--- src/rtl/pipe_pkg.sv ---
// Shared widths, control-bit positions and stage state encodings for pipe_stage_reg.
package pipe_pkg;

  localparam int PIPE_DATA_W = 176;
  localparam int PIPE_CTRL_W = 5;

  localparam int CTRL_MEM_RD = 0;
  localparam int CTRL_MEM_WR = 1;
  localparam int CTRL_WB_EN  = 2;
  localparam int CTRL_B      = 3;
  localparam int CTRL_UPD    = 4;

  // ST_ONE doubles as FULL when the skid entry is not built.
  typedef enum logic [1:0] {
    ST_EMPTY = 2'd0,
    ST_ONE   = 2'd1,
    ST_TWO   = 2'd2
  } state_t;

endpackage

--- src/rtl/pipe_skid_buf.sv ---
// Single ctrl+data holding entry with a valid flag; ctrl reads as zero whenever the entry is empty.
module pipe_skid_buf
  import pipe_pkg::*;
#(
  parameter int CTRL_W = PIPE_CTRL_W,
  parameter int DATA_W = PIPE_DATA_W
) (
  input  logic              clk,
  input  logic              rst,
  input  logic              clr_i,
  input  logic              load_i,
  input  logic              unload_i,
  input  logic [CTRL_W-1:0] ctrl_i,
  input  logic [DATA_W-1:0] data_i,
  output logic              valid_o,
  output logic [CTRL_W-1:0] ctrl_o,
  output logic [DATA_W-1:0] data_o
);

  logic              valid_q;
  logic [CTRL_W-1:0] ctrl_q;
  logic [DATA_W-1:0] data_q;

  always_ff @(posedge clk or negedge rst) begin
    if (!rst) begin
      valid_q <= 1'b0;
      ctrl_q  <= '0;
      data_q  <= '0;
    end else if (clr_i) begin
      valid_q <= 1'b0;
      ctrl_q  <= '0;
    end else if (load_i) begin
      valid_q <= 1'b1;
      ctrl_q  <= ctrl_i;
      data_q  <= data_i;
    end else if (unload_i) begin
      valid_q <= 1'b0;
      ctrl_q  <= '0;
    end
  end

  assign valid_o = valid_q;
  assign ctrl_o  = ctrl_q;
  assign data_o  = data_q;

endmodule

--- src/rtl/pipe_stage_reg.sv ---
// Elastic pipeline-stage register with valid/ready handshake, flush and bubble zeroing of ctrl.
// Define PIPE_STAGE_SKID_EN to add one skid entry and a registered in_ready.
module pipe_stage_reg
  import pipe_pkg::*;
#(
  parameter int DATA_W = PIPE_DATA_W,
  parameter int CTRL_W = PIPE_CTRL_W
) (
  input  logic              clk,
  input  logic              rst,
  input  logic              flush,
  input  logic              in_valid,
  output logic              in_ready,
  input  logic [CTRL_W-1:0] in_ctrl,
  input  logic [DATA_W-1:0] in_data,
  output logic              out_valid,
  input  logic              out_ready,
  output logic [CTRL_W-1:0] out_ctrl,
  output logic [DATA_W-1:0] out_data
);

  // Handshake: a beat moves on a rising edge where valid && ready on that side;
  // valid never depends on ready, and an unaccepted beat is held unchanged.

  state_t            state_q;
  logic              out_valid_q;
  logic [CTRL_W-1:0] out_ctrl_q;
  logic [DATA_W-1:0] out_data_q;
  logic              in_fire;

  assign in_fire = in_valid & in_ready;

`ifdef PIPE_STAGE_SKID_EN
  logic              skid_valid;
  logic [CTRL_W-1:0] skid_ctrl;
  logic [DATA_W-1:0] skid_data;
  logic              skid_load;
  logic              skid_unload;

  // in_ready comes straight from the skid flop, cutting the out_ready -> in_ready path.
  assign in_ready    = !skid_valid;
  assign skid_load   = !flush && (state_q == ST_ONE) && in_fire && !out_ready;
  assign skid_unload = !flush && (state_q == ST_TWO) && out_ready;

  pipe_skid_buf #(
    .CTRL_W (CTRL_W),
    .DATA_W (DATA_W)
  ) u_skid (
    .clk      (clk),
    .rst      (rst),
    .clr_i    (flush),
    .load_i   (skid_load),
    .unload_i (skid_unload),
    .ctrl_i   (in_ctrl),
    .data_i   (in_data),
    .valid_o  (skid_valid),
    .ctrl_o   (skid_ctrl),
    .data_o   (skid_data)
  );

  always_ff @(posedge clk or negedge rst) begin
    if (!rst) begin
      state_q     <= ST_EMPTY;
      out_valid_q <= 1'b0;
      out_ctrl_q  <= '0;
      out_data_q  <= '0;
    end else if (flush) begin
      state_q     <= ST_EMPTY;
      out_valid_q <= 1'b0;
      out_ctrl_q  <= '0;
    end else begin
      case (state_q)
        ST_EMPTY: begin
          if (in_fire) begin
            state_q     <= ST_ONE;
            out_valid_q <= 1'b1;
            out_ctrl_q  <= in_ctrl;
            out_data_q  <= in_data;
          end
        end
        ST_ONE: begin
          if (out_ready) begin
            if (in_fire) begin
              out_ctrl_q <= in_ctrl;
              out_data_q <= in_data;
            end else begin
              state_q     <= ST_EMPTY;
              out_valid_q <= 1'b0;
              out_ctrl_q  <= '0;
            end
          end else if (in_fire) begin
            state_q <= ST_TWO;
          end
        end
        ST_TWO: begin
          if (out_ready) begin
            state_q    <= ST_ONE;
            out_ctrl_q <= skid_ctrl;
            out_data_q <= skid_data;
          end
        end
        default: begin
          state_q     <= ST_EMPTY;
          out_valid_q <= 1'b0;
          out_ctrl_q  <= '0;
        end
      endcase
    end
  end
`else
  assign in_ready = !out_valid_q | out_ready;

  always_ff @(posedge clk or negedge rst) begin
    if (!rst) begin
      state_q     <= ST_EMPTY;
      out_valid_q <= 1'b0;
      out_ctrl_q  <= '0;
      out_data_q  <= '0;
    end else if (flush) begin
      state_q     <= ST_EMPTY;
      out_valid_q <= 1'b0;
      out_ctrl_q  <= '0;
    end else begin
      case (state_q)
        ST_EMPTY: begin
          if (in_fire) begin
            state_q     <= ST_ONE;
            out_valid_q <= 1'b1;
            out_ctrl_q  <= in_ctrl;
            out_data_q  <= in_data;
          end
        end
        ST_ONE: begin
          if (out_ready) begin
            if (in_fire) begin
              out_ctrl_q <= in_ctrl;
              out_data_q <= in_data;
            end else begin
              // Drain to a bubble: data keeps its last value, ctrl is zeroed.
              state_q     <= ST_EMPTY;
              out_valid_q <= 1'b0;
              out_ctrl_q  <= '0;
            end
          end
        end
        default: begin
          state_q     <= ST_EMPTY;
          out_valid_q <= 1'b0;
          out_ctrl_q  <= '0;
        end
      endcase
    end
  end
`endif

  assign out_valid = out_valid_q;
  assign out_ctrl  = out_ctrl_q;
  assign out_data  = out_data_q;

endmodule

--- config.mk ---
export PLATFORM = sky130hd
export DESIGN_NAME = pipe_stage_reg
export DESIGN_NICKNAME = d
export VERILOG_FILES = /design/src/rtl/pipe_pkg.sv /design/src/rtl/pipe_skid_buf.sv /design/src/rtl/pipe_stage_reg.sv
export SDC_FILE = /design/constraint.sdc
export NUM_CORES = 1
export LEC_CHECK = 0
export CAP_MARGIN = 20
export CORE_MARGIN = 8
export CORE_UTILIZATION = 40
export CTS_BUF_LIST = sky130_fd_sc_hd__clkbuf_2
export DETAILED_ROUTE_END_ITERATION = 16
export GPL_ROUTABILITY_DRIVEN = 0
export PLACE_DENSITY = 0.82
export SLEW_MARGIN = 25
export SYNTH_ARGS = -nofsm -noshare
export SYNTH_HDL_FRONTEND = slang
export SYNTH_SLANG_ARGS = --single-unit
--- constraint.sdc ---
create_clock -name clk -period 2.05 [get_ports clk]
set_input_delay 0.615 -clock clk [delete_from_list [all_inputs] [get_ports clk]]
set_output_delay 0.615 -clock clk [all_outputs]
set_load 0.02 [all_outputs]
# After elaboration in Yosys (flattened, before gate mapping)
# Cells that the tools add are included.
totals:
  register_bits: 184
  in_bits: 186
  out_inout_bits: 183
classes:
  eq_ne: 5
  n_mux: 18
  n_bitwise: 3
  n_reduce_logical: 6
op_table:
  columns: ["cell", "n"]
  rows:
  - ["$mux 176", 2]
  - ["$pmux 176 s2", 1]
  - ["$mux 5", 4]
  - ["$pmux 5 s2", 1]
  - ["$ne 3x3->1 const B", 3]
  - ["$mux 2", 4]
  - ["$reduce_and 3->1", 2]
  - ["$mux 1", 4]
  - ["$pmux 2 s2", 1]
  - ["$eq 2x1->1 const B", 1]
  - ["$logic_not 2->1", 1]
  - ["$ne 2x2->1 const B", 1]
  - ["$pmux 1 s2", 1]
  - ["$reduce_and 2->1", 1]
  - ["$reduce_bool 2->1", 1]
  - ["$and 1x1->1", 1]
  - ["$logic_not 1->1", 1]
  - ["$not 1->1", 1]
  - ["$or 1x1->1", 1]

# Logic depth before layout (Yosys ltp)
depth:
  depth_word: 7
  depth_mapped: 6
  depth_no_buf: 3

# Worst setup path before layout
# No wires, ideal clock.
synth_timing:
  path_kind: "input -> register"
  start: "input port flush"
  end: "register out_data_q[100] (netlist: out_data[100])"
  setup_time_ns: 0.127
  arrival_time_ns: 1.728
  setup_slack_ns: 0.195
  cell_stages: 5
  path_buffers: 3
  cell_sequence: "clkbuf_1 -> nor3b_2 -> buf_4 -> buf_6 -> mux2_1"
synth_between:
  elab_chain_len: 2
synth_lines:
  columns: ["item", "line", "source"]
  rows:
  - ["start, declared", "pipe_stage_reg.sv:11", "input logic flush,"]
  - ["$not 1->1 (no line)", null, null]
  - ["$reduce_and 3->1 (no line)", null, null]
  - ["end signal, assigned", "pipe_stage_reg.sv:130", "out_data_q <= in_data;"]
  - ["end signal, assigned", "pipe_stage_reg.sv:137", "out_data_q <= in_data;"]
  - ["end, declared", "pipe_stage_reg.sv:28", "logic [DATA_W-1:0] out_data_q;"]
# No other way between the ends.
# A chain may end at the register's enable or synchronous reset.

# Worst setup path in the final report
layout_timing:
  start: "register out_valid_q (netlist: out_valid)"
  end: "output port in_ready"
layout_between:
  elab_chain_len: 2
layout_lines:
  columns: ["item", "line", "source"]
  rows:
  - ["start, declared", "pipe_stage_reg.sv:26", "logic out_valid_q;"]
  - ["start signal, assigned", "pipe_stage_reg.sv:116", "out_valid_q <= 1'b0;"]
  - ["start signal, assigned", "pipe_stage_reg.sv:121", "out_valid_q <= 1'b0;"]
  - ["start signal, assigned", "pipe_stage_reg.sv:128", "out_valid_q <= 1'b1;"]
  - ["$logic_not 1->1", "pipe_stage_reg.sv:111", "assign in_ready = !out_valid_q | out_ready;"]
  - ["$or 1x1->1", "pipe_stage_reg.sv:111", null]
  - ["end, declared", "pipe_stage_reg.sv:13", "output logic in_ready,"]
# No other way between the ends.

==> impl_metrics.env <==
export IMPL_track_usage_pct=19.52
export IMPL_yosysSeqAreaShare_pct=65.85
export IMPL_synth_cell_types=16
export IMPL_r2r_end="out_data[93]"
export IMPL_worstSetupStartpointType="flop"
export IMPL_fin_setup_tns_ns=0
export IMPL_drt_iter0_markers=137
export IMPL_worstPathRequired_ns=1.43
export IMPL_status="finished, final reports clean"
export IMPL_die_area_sq_um=21750
export IMPL_clock_path_buffers=2
export IMPL_async_flop_share_pct=100.0
export IMPL_layout_drive_gt1_share_pct=38.02
export IMPL_synthMostInstantiatedCell="dfrtp_1"
export IMPL_layout_cells_non_filler=1073
export IMPL_yosys_area_top_type_share_pct=65.85
export IMPL_clk_pin_slew_worst_paths_ns=0.25
export IMPL_yosysWarnings=0
export IMPL_overflow=0
export IMPL_core_area_sq_um=17120
export IMPL_place_inst=1002
export IMPL_vias=5114
export IMPL_rrSetupSlack_ns=0.26
export IMPL_cts_tree="done"
export IMPL_start_util_pct=40.41
export IMPL_cts_htree_levels=4
export IMPL_setup_viol_count_final=0
export IMPL_cp_max_fo=2
export IMPL_critPathArrivalTime_ns=1.43
export IMPL_cap_violations=0
export IMPL_yosysTopAreaCell="dfrtp_1"
export IMPL_period_minus_slack_ns=2.045
export IMPL_place_hpwl_mm=17.28
export IMPL_drtPass1Iterations=4
export IMPL_fin_nets=1020
export IMPL_vdd_drop_max_mv=0.4898
export IMPL_numCtsBuffers=17
export IMPL_clk_latency_ns=0.72
export IMPL_worst_clock_skew_ns=0.03010
export IMPL_rsz0062_at_grt="yes"
export IMPL_rr_startpoint="out_valid"
export IMPL_antenna_found_initial=1
export IMPL_finalCritPeriodShare_pct=99.77
export IMPL_worstSetupPathType="flop to primary output"
export IMPL_grt_start_max_net_pins=50
export IMPL_hold_class="primary input to async pin"
export IMPL_p_leak_nw=5.197
export IMPL_area_growth_pct=67.51
export IMPL_relSlewSlack_pct=66.00
export IMPL_final_antenna_net_count=0
export IMPL_netlist_instances=405
export IMPL_rr_worst_depth=6
export IMPL_rows=48
export IMPL_grt_pass1_wl_mm=32.80
export IMPL_cts_sinks=182
export IMPL_ys_ff_latch=182
export IMPL_cp_end_kind="primary output"
export IMPL_synth_edf_count=0
export IMPL_startpoint="out_valid"
export IMPL_routedWlPerCell_microns=20.44
export IMPL_syn_area_sq_um=6917
export IMPL_die_w_microns=147.5
export IMPL_port_buffers=368
export IMPL_route_detailed_drc=0
export IMPL_fmax_mhz=488.9
export IMPL_hold_violations=0
export IMPL_tightest_slew_ns=0.5100
export IMPL_drv_slew=0
export IMPL_pin_count=369
export IMPL_routed_wl_mm=21.94
export IMPL_ys_flop_type="dfrtp_1"
export IMPL_synthesis_nets=591
export IMPL_grt_pass1_vias=5596
export IMPL_cts_root_buf="clkbuf_2"
export IMPL_synth_area_top_cells="dfrtp_1, mux2_1, mux2_2, buf_6, mux2i_1"
export IMPL_avgSynthCellArea_sq_um=17.08
export IMPL_powerDensity_nw_per_um2=860.6
export IMPL_die_h_microns=147.5
export IMPL_synth_common_cells="dfrtp_1, mux2_1, mux2_2, buf_6"
export IMPL_viasPerCell=4.766
export IMPL_fill_cells=1206
==> placed cells by master, fill, tap and decap left out, types with 2 or more instances in the layout <==
cell type / synthesis / routed
buf_6: 14 / 158
a21oi_1: 5 / 5
clkinv_4: 0 / 2
buf_4: 2 / 57
buf_12: 0 / 6
buf_2: 4 / 26
clkbuf_2: 0 / 19
clkdlybuf4s50_1: 0 / 184
mux2_2: 36 / 36
or2_2: 5 / 5
mux2_1: 140 / 140
nor2_1: 2 / 2
mux2i_1: 5 / 5
inv_6: 0 / 5
a32oi_1: 5 / 5
bufinv_16: 0 / 3
dfrtp_1: 182 / 182
==> critical path, cell delays in order (launching register included) <==
cell,delay [ns]
dfrtp_1,0.42
nor2b_4,0.16
inv_2,0.04
buf_6,0.12
==> metal layers <==
layer	vias to the layer above	share of wire [%]	global-route usage (%)	wire length, microns
met5	-	0	0	0
met4	0	2.1	5.762	458
met3	26	8.5	8.071	1870
met2	233	54	34.79	11800
met1	2555	36	20.70	7807
li1	2300	-	-	-
==> registers in the layout (all words and copies together), names as in the netlist <==
| name | count |
|---|---|
| out_valid | 1 |
| out_ctrl | 5 |
| out_data | 176 |
==> worst max-delay path by stage <==
stage / end / slack, ns / cells after the start
global placement: in_ready / -0.38 / 4
CTS: in_ready / -0.10 / 3
finish: in_ready / 0.005 / 3
floorplan: out_data[100] / 0.19 / 5
global route: in_ready / -0.18 / 3
detailed placement: out_data[107] / -0.39 / 7
==> cell type report <==
cell class / count / area (sq um) / area share (%)
Clock inverter: 13 / 167.7 / 1.447
Tap cell: 225 / 281.5 / 2.430
Sequential cell: 182 / 4554 / 39.31
Multi-Input combinational cell: 200 / 2172 / 18.75
Timing Repair Buffer: 432 / 4309 / 37.19
Clock buffer: 19 / 95.09 / 0.8207
Inverter: 1 / 3.754 / 0.03240
Antenna cell: 1 / 2.502 / 0.02160
==> kinds of logic after synthesis <==
kind of cell           share of synthesized area (%)
flip-flops                                     65.85
multiplexers                                   29.38
buffers and inverters                          2.948
AO/OA/AOI/OAI                                 0.9948
AND/OR/NAND/NOR                               0.8322
==> power breakdown <==
part | total (mW) | internal (mW) | switching [mW]
Sequential | 4.60 | 4.19 | 0.412
Combinational | 3.44 | 1.89 | 1.55
Clock | 1.93 | 0.710 | 1.22
Total | 9.97 | 6.79 | 3.19
==> through the flow <==
stage / utilization, % / area [sq um] / hold WS, ns / total power, mW / setup WS, ns
6_report: 67.69 / 11590 / 0.3597 / 9.971 / 0.004647
3_3_place_gp: 64.03 / 10960 / 0.4659 / 7.744 / -0.3822
4_1_cts: 61.48 / 10520 / 0.2934 / 9.309 / -0.1024
2_1_floorplan: - / 6917 / 0.3194 / 5.871 / 0.1946
5_1_grt: 67.69 / 11590 / 0.2783 / 10.46 / -0.1764
3_5_place_dp: 64.03 / 10960 / 0.4737 / 7.859 / -0.3885
==> timing repair <==
| action | 4_1_cts | 5_1_grt |
|---|---|---|
| gates cloned | 0 | 0 |
| hold buffers | 1 | 0 |
| buffers inserted | 21 | 16 |
| hold endpoints to repair | 43 | 0 |
| gates resized for setup | 757 | 320 |
| endpoints found under the setup margin | 183 | 157 |
No activity file was read; power rests on OpenSTA's default activity.
